[config.mk]
export PLATFORM = sky130hd
export DESIGN_NAME = pdp8_mem_arb
export DESIGN_NICKNAME = d
export VERILOG_FILES = /design/src/rtl/pdp8_mem_arb_pkg.sv /design/src/rtl/pdp8_arb_pick.sv /design/src/rtl/pdp8_mem_arb.sv
export SDC_FILE = /design/constraint.sdc
export NUM_CORES = 1
export LEC_CHECK = 0
export ABC_AREA = 1
export CORE_MARGIN = 5
export CORE_UTILIZATION = 46
export CTS_BUF_LIST = sky130_fd_sc_hd__clkbuf_8 sky130_fd_sc_hd__clkbuf_16
export CTS_CLUSTER_DIAMETER = 30
export DETAILED_ROUTE_END_ITERATION = 16
export PLACE_DENSITY_LB_ADDON = 0.3
export RECOVER_POWER = 25
export SLEW_MARGIN = 5
export SYNTH_ARGS = -nofsm -noshare
export SYNTH_HDL_FRONTEND = slang
export SYNTH_SLANG_ARGS = --single-unit
[constraint.sdc]
create_clock -name clk -period 3.25 [get_ports clk]
set_clock_uncertainty 0.15 [all_clocks]
set_input_delay 0.8125 -clock clk [delete_from_list [all_inputs] [get_ports clk]]
set_output_delay 0.8125 -clock clk [all_outputs]
set_load 0.01 [all_outputs]
[src/rtl/pdp8_mem_arb_pkg.sv]
// Shared types for the PDP-8 memory arbiter: state encodings, requester indices, latched access record.
package pdp8_mem_arb_pkg;

    localparam int ADDR_W = 15;
    localparam int DATA_W = 12;
    localparam int NREQ   = 3;

    localparam int REQ_DMA0 = 0;
    localparam int REQ_DMA1 = 1;
    localparam int REQ_CPU  = 2;

    typedef enum logic [1:0] {
        ST_IDLE   = 2'd0,
        ST_ACCESS = 2'd1,
        ST_DONE   = 2'd2
    } arb_state_t;

    typedef struct packed {
        logic              wr;
        logic [ADDR_W-1:0] addr;
        logic [DATA_W-1:0] data;
    } acc_t;

endpackage

[src/rtl/pdp8_arb_pick.sv]
// Priority select dma0 > dma1 > cpu with a burst guard that lets a waiting CPU in after MAX_BURST DMA grants.
// Latency: combinational winner; burst_cnt updates on the grant edge. No backpressure: winner is only non-zero while idle.
module pdp8_arb_pick
    import pdp8_mem_arb_pkg::*;
#(
    parameter int MAX_BURST = 4
) (
    input  logic            clk,
    input  logic            reset,
    input  logic [NREQ-1:0] req,
    input  logic            idle,
    output logic [NREQ-1:0] winner
);

    logic [7:0] burst_cnt;
    logic       guard;

    always_comb begin
        guard  = (MAX_BURST != 0) && (burst_cnt == 8'(MAX_BURST)) && req[REQ_CPU];
        winner = '0;
        if (idle) begin
            if (guard)               winner[REQ_CPU]  = 1'b1;
            else if (req[REQ_DMA0])  winner[REQ_DMA0] = 1'b1;
            else if (req[REQ_DMA1])  winner[REQ_DMA1] = 1'b1;
            else if (req[REQ_CPU])   winner[REQ_CPU]  = 1'b1;
        end
    end

    // The guard forces a CPU grant at the limit, so the count never passes MAX_BURST.
    always_ff @(posedge clk) begin
        if (reset || !req[REQ_CPU]) begin
            burst_cnt <= 8'd0;
        end else if (winner[REQ_CPU]) begin
            burst_cnt <= 8'd0;
        end else if ((MAX_BURST != 0) && (winner[REQ_DMA0] || winner[REQ_DMA1])) begin
            burst_cnt <= burst_cnt + 8'd1;
        end
    end

endmodule

[src/rtl/pdp8_mem_arb.sv]
// Shares the single pdp8_ram port between CPU and two data-break channels, one access at a time.
// Latency: request in idle cycle 0 -> strobes cycles 1..RAM_LAT, done pulse cycle RAM_LAT+1, next decision RAM_LAT+2.
// Backpressure: requesters hold read_req/write_req until their done pulse; losers simply keep waiting.
module pdp8_mem_arb
    import pdp8_mem_arb_pkg::*;
#(
    parameter int RAM_LAT   = 2,
    parameter int MAX_BURST = 4
) (
    input  logic              clk,
    input  logic              reset,

    input  logic              cpu_read_req,
    input  logic              cpu_write_req,
    input  logic [ADDR_W-1:0] cpu_ma,
    input  logic [DATA_W-1:0] cpu_in,
    output logic [DATA_W-1:0] cpu_out,
    output logic              cpu_done,

    input  logic              dma0_read_req,
    input  logic              dma0_write_req,
    input  logic [ADDR_W-1:0] dma0_ma,
    input  logic [DATA_W-1:0] dma0_in,
    output logic [DATA_W-1:0] dma0_out,
    output logic              dma0_done,

    input  logic              dma1_read_req,
    input  logic              dma1_write_req,
    input  logic [ADDR_W-1:0] dma1_ma,
    input  logic [DATA_W-1:0] dma1_in,
    output logic [DATA_W-1:0] dma1_out,
    output logic              dma1_done,

    output logic [ADDR_W-1:0] ram_addr,
    output logic [DATA_W-1:0] ram_data_out,
    input  logic [DATA_W-1:0] ram_data_in,
    output logic              ram_rd,
    output logic              ram_wr,

    output logic [NREQ-1:0]   grant,
    output logic              busy
);

    localparam logic [3:0] LAT_INIT = 4'(RAM_LAT - 1);

    arb_state_t        state, state_nx;
    logic [NREQ-1:0]   req;
    logic [NREQ-1:0]   win;
    logic [NREQ-1:0]   owner_q;
    acc_t              acc_q, acc_sel;
    logic [3:0]        lat_cnt;
    logic [DATA_W-1:0] out_q [NREQ];

    assign req[REQ_DMA0] = dma0_read_req | dma0_write_req;
    assign req[REQ_DMA1] = dma1_read_req | dma1_write_req;
    assign req[REQ_CPU]  = cpu_read_req  | cpu_write_req;

    pdp8_arb_pick #(
        .MAX_BURST (MAX_BURST)
    ) u_pick (
        .clk    (clk),
        .reset  (reset),
        .req    (req),
        .idle   (state == ST_IDLE),
        .winner (win)
    );

    // write_req wins over read_req when a requester raises both.
    always_comb begin
        acc_sel = '0;
        if (win[REQ_DMA0])     acc_sel = '{wr: dma0_write_req, addr: dma0_ma, data: dma0_in};
        else if (win[REQ_DMA1]) acc_sel = '{wr: dma1_write_req, addr: dma1_ma, data: dma1_in};
        else if (win[REQ_CPU])  acc_sel = '{wr: cpu_write_req,  addr: cpu_ma,  data: cpu_in};
    end

    always_ff @(posedge clk) begin
        if (reset) state <= ST_IDLE;
        else       state <= state_nx;
    end

    always_comb begin
        state_nx = state;
        case (state)
            ST_IDLE:   if (|win)            state_nx = ST_ACCESS;
            ST_ACCESS: if (lat_cnt == 4'd0) state_nx = ST_DONE;
            ST_DONE:                        state_nx = ST_IDLE;
            default:                        state_nx = ST_IDLE;
        endcase
    end

    always_ff @(posedge clk) begin
        if (reset) begin
            owner_q <= '0;
            acc_q   <= '0;
            lat_cnt <= 4'd0;
            for (int i = 0; i < NREQ; i++) out_q[i] <= '0;
        end else begin
            case (state)
                ST_IDLE: begin
                    if (|win) begin
                        owner_q <= win;
                        acc_q   <= acc_sel;
                        lat_cnt <= LAT_INIT;
                    end
                end
                ST_ACCESS: begin
                    if (lat_cnt != 4'd0) begin
                        lat_cnt <= lat_cnt - 4'd1;
                    end else if (!acc_q.wr) begin
                        for (int i = 0; i < NREQ; i++)
                            if (owner_q[i]) out_q[i] <= ram_data_in;
                    end
                end
                default: ;
            endcase
        end
    end

    // Address and write data come straight from the latch, so they cannot move mid-access.
    assign ram_addr     = acc_q.addr;
    assign ram_data_out = acc_q.data;
    assign ram_rd       = (state == ST_ACCESS) && !acc_q.wr;
    assign ram_wr       = (state == ST_ACCESS) &&  acc_q.wr;

    assign busy  = (state != ST_IDLE);
    assign grant = busy ? owner_q : '0;

    assign cpu_done  = (state == ST_DONE) && owner_q[REQ_CPU];
    assign dma0_done = (state == ST_DONE) && owner_q[REQ_DMA0];
    assign dma1_done = (state == ST_DONE) && owner_q[REQ_DMA1];

    assign cpu_out  = out_q[REQ_CPU];
    assign dma0_out = out_q[REQ_DMA0];
    assign dma1_out = out_q[REQ_DMA1];

endmodule

==> results.sh <==
export IMPL_count_of_fill_cells_added_during_filler_insertion=707
export IMPL_gp_routability_congestion=0.924
export IMPL_maxClockFrequency_mhz=380
export IMPL_clk_pin_slew_worst_paths_ps=80
export IMPL_yosys_area_top_type="edfxtp_1"
export IMPL_num_rows=34
export IMPL_tritoncts="yes"
export IMPL_timing_setup_tns_ps=0
export IMPL_die_x_um=104
export IMPL_antenna_left=0
export IMPL_dp_final_hpwl_um=8720
export IMPL_p_sw_mw=1.01
export IMPL_layout_utilization_pct=67.3
export IMPL_numPlacedInstances=737
export IMPL_post_route_worst_setup_slack_ps=617
export IMPL_run_status="finished clean"
export IMPL_vdd_ir_drop_worst_mv=0.298
export IMPL_r2r_start="lat_cnt[0]$_SDFFE_PP0P_"
export IMPL_endpoint_kind="output port"
export IMPL_setup_reg_to_reg_worst_slack_ps=910
export IMPL_syn_to_final_growth_pct=43.3
export IMPL_internal_power_mw=2.04
export IMPL_synth_area_leaders="edfxtp_1 27%, dfxtp_1 22%, nand3_1 12%"
export IMPL_initial_utilization_pct=47.0
export IMPL_core_area_um2=8680
export IMPL_yosysWarningCount=0
export IMPL_die_outline_area_um2=10800
export IMPL_num_antenna_cells=0
export IMPL_wl_per_cell_um=15.0
export IMPL_timing_final_crit_share_pct=81.0
export IMPL_port_buffer_count=172
export IMPL_1st_pass_router_iterations=5
export IMPL_start_kind="register"
export IMPL_reg2reg_depth=8
export IMPL_worst_path_max_fanout=6
export IMPL_ys_async_sr_fraction_pct=0
export IMPL_yosysUniqueCellTypes=29
export IMPL_synth_seq_area_share_pct=48.6
export IMPL_numClockSinks=81
export IMPL_netSwitchingFraction_pct=33.0
export IMPL_layout_cells_non_filler=753
export IMPL_grt_start_max_net_pins=61
export IMPL_leakage_nw=2.45
export IMPL_worstReg2RegEnd="out_q[0][32]$_DFFE_PP_"
export IMPL_clkPwrFrac_pct=22.9
export IMPL_htree_levels=3
export IMPL_synth_top_area_share_pct=26.5
export IMPL_synth_cell_area_um2=4080
export IMPL_first_iter_violations=272
export IMPL_first_global_vias=3908
export IMPL_critical_path_max_stage_delay_ps=550
export IMPL_power_density_nw_per_um2=522
export IMPL_netlist_instances=504
export IMPL_synth_top_flop_cell="dfxtp_1"
export IMPL_crit_arrival_ps=1670
export IMPL_timing_final_max_slew_violations=0
export IMPL_finalHoldWorstSlack_ps=341
export IMPL_synth_ff_latch_count=81
export IMPL_avgViaCountPerCell=5.28
export IMPL_pin_count=173
export IMPL_layout_drive_gt1_share_pct=6.36
export IMPL_combPwrFrac_pct=35.2
export IMPL_design_power_total_mw=3.05
export IMPL_clockRootBuffer="clkbuf_8"
export IMPL_finalSetupViolations=0
export IMPL_crit_end="ram_wr"
export IMPL_cts_resized=0
export IMPL_final_area_um2=5840
export IMPL_design_final_nets=744
export IMPL_total_routing_usage_reported_by_global_routing_pct=20.9
export IMPL_final_routed_wirelength_um=11300
export IMPL_final_period_minus_worst_setup_slack_ps=2630
export IMPL_clk_insertion_delay_late_ps=350
export IMPL_postCtsSetupRepairBufs=0
export IMPL_crit_path_start="state[0]$_SDFFE_PP0P_"
export IMPL_netlist_top_cells_count="95 x nand3_1, 79 x nor2_1, 54 x nand2_1"
export IMPL_cts_made_buffers=9
export IMPL_synth_avg_cell_area_um2=8.09
export IMPL_vias=3976
export IMPL_hold_buffers=0
export IMPL_placement_cell_area_um2=5650
export IMPL_overflow=0
export IMPL_max_slew_margin_rel_pct=38.4
export IMPL_max_slew_worst_pin_slew_ps=920
export IMPL_pre_cts_setup_slack_ps=419
export IMPL_cp_top_family="buffers and inverters"
export IMPL_rsz0062_at_grt="no"
export IMPL_antenna_found_initial=1
export IMPL_finalHoldViolations=0
export IMPL_worst_path_stages=5
export IMPL_synthesis_nets=608
export IMPL_p_seq_share_pct=41.8
export IMPL_grt_first_pass_wirelength_um=18700
export IMPL_synth_edff_count=36
export IMPL_critical_path_slowest_cell="clkdlybuf4s50_1"
export IMPL_path_cells="inv_1 -> nor2_1 -> inv_1 -> nor2_1 -> clkdlybuf4s50_1"
export IMPL_die_h_um=104
export IMPL_timing_worst_setup_path_type="reg -> out"
export IMPL_clockBufferDepth=2
export IMPL_drc_errors=0
export IMPL_max_cap_violations=0
export IMPL_path_buf_inv=3
export IMPL_most_instantiated_library_cell_after_synthesis="nand3_1"
export IMPL_holdCritPathClass="reg -> reg"
export IMPL_cp_required_ps=2290
==> worst min path at each step <==
| stage | slack (ps) | startpoint | end | depth (start not counted) |
|---|---|---|---|---|
| 6_report | 340 | u_pick.burst_cnt[6]$_SDFFE_PP0P_ | u_pick.burst_cnt[6]$_SDFFE_PP0P_ | 2 |
| 3_3_place_gp | 320 | u_pick.burst_cnt[6]$_SDFFE_PP0P_ | u_pick.burst_cnt[6]$_SDFFE_PP0P_ | 2 |
| 5_1_grt | 360 | owner_q[2]$_SDFFE_PP0P_ | owner_q[2]$_SDFFE_PP0P_ | 2 |
| 4_1_cts | 340 | u_pick.burst_cnt[6]$_SDFFE_PP0P_ | u_pick.burst_cnt[6]$_SDFFE_PP0P_ | 2 |
| 2_1_floorplan | 300 | owner_q[0]$_SDFFE_PP0P_ | owner_q[0]$_SDFFE_PP0P_ | 2 |
| 3_5_place_dp | 330 | u_pick.burst_cnt[6]$_SDFFE_PP0P_ | u_pick.burst_cnt[6]$_SDFFE_PP0P_ | 2 |
==> cell usage in the layout, fill, tap and decap left out, drive strengths merged <==
cell type / instances
a21oi: 11
buf: 12
bufinv: 1
clkbuf: 9
clkdlybuf4s50: 126
clkinv: 5
clkinvlp: 1
dfxtp: 45
dlygate4sd3: 46
edfxtp: 36
ha: 3
inv: 42
nand2: 57
nand3: 96
nand4: 30
nor2: 79
nor3: 5
o211ai: 2
o21ai: 32
or2: 3
xnor2: 1
xor2: 3
==> per-layer routing <==
| metal | vias to the layer above | wire, um | GRT usage, % |
|---|---|---|---|
| li1 | 1946 | - | - |
| met1 | 1794 | 4480 | 24.9 |
| met2 | 214 | 5360 | 34.5 |
| met3 | 20 | 1180 | 7.45 |
| met4 | 2 | 240 | 8.14 |
| met5 | - | 11 | 0 |
==> worst min-delay path: cells and delay by family, from the launching register on <==
kind	cells	cell delay (ps)
AOI/OAI and AO/OA	1	60
and+or+nand+nor	1	60
DFF	1	330
==> kinds of logic (layout without fill, tap and decap cells) <==
| family | count (synthesis) | after routing | share of synthesized area (%) |
|---|---|---|---|
| buf+inv | 101 | 242 | 13.2 |
| fa+ha+maj | 3 | 3 | 0.921 |
| flops | 81 | 81 | 48.6 |
| simple gates | 270 | 270 | 30.5 |
| compound gates | 45 | 45 | 5.86 |
| xor+xnor | 4 | 4 | 0.860 |
==> sequential cells by signal, summed over array words and instances (netlist names) <==
signal / cells
out_q: 36
ram_addr: 15
ram_data_out: 12
u_pick.burst_cnt: 8
lat_cnt: 4
owner_q: 3
state: 2
acc_q: 1
==> power groups by stage <==
stage	Clock (mW)	Combinational, mW	Sequential, mW
floorplan	0	0.716	1.30
global placement	0	1.08	1.30
detailed placement	0	1.10	1.30
CTS	0.721	1.10	1.28
global route	0.753	1.20	1.29
finish	0.700	1.07	1.28
==> layout make-up <==
type	count	area [um2]	area share, %
Clock inverter	7	68.8	1.18
Clock buffer	9	124	2.12
Inverter	42	158	2.70
Sequential cell	81	1980	33.9
Multi-Input combinational cell	322	1560	26.7
Tap cell	108	135	2.31
Timing Repair Buffer	184	1810	31.0
(Power assumes the default switching activity.)
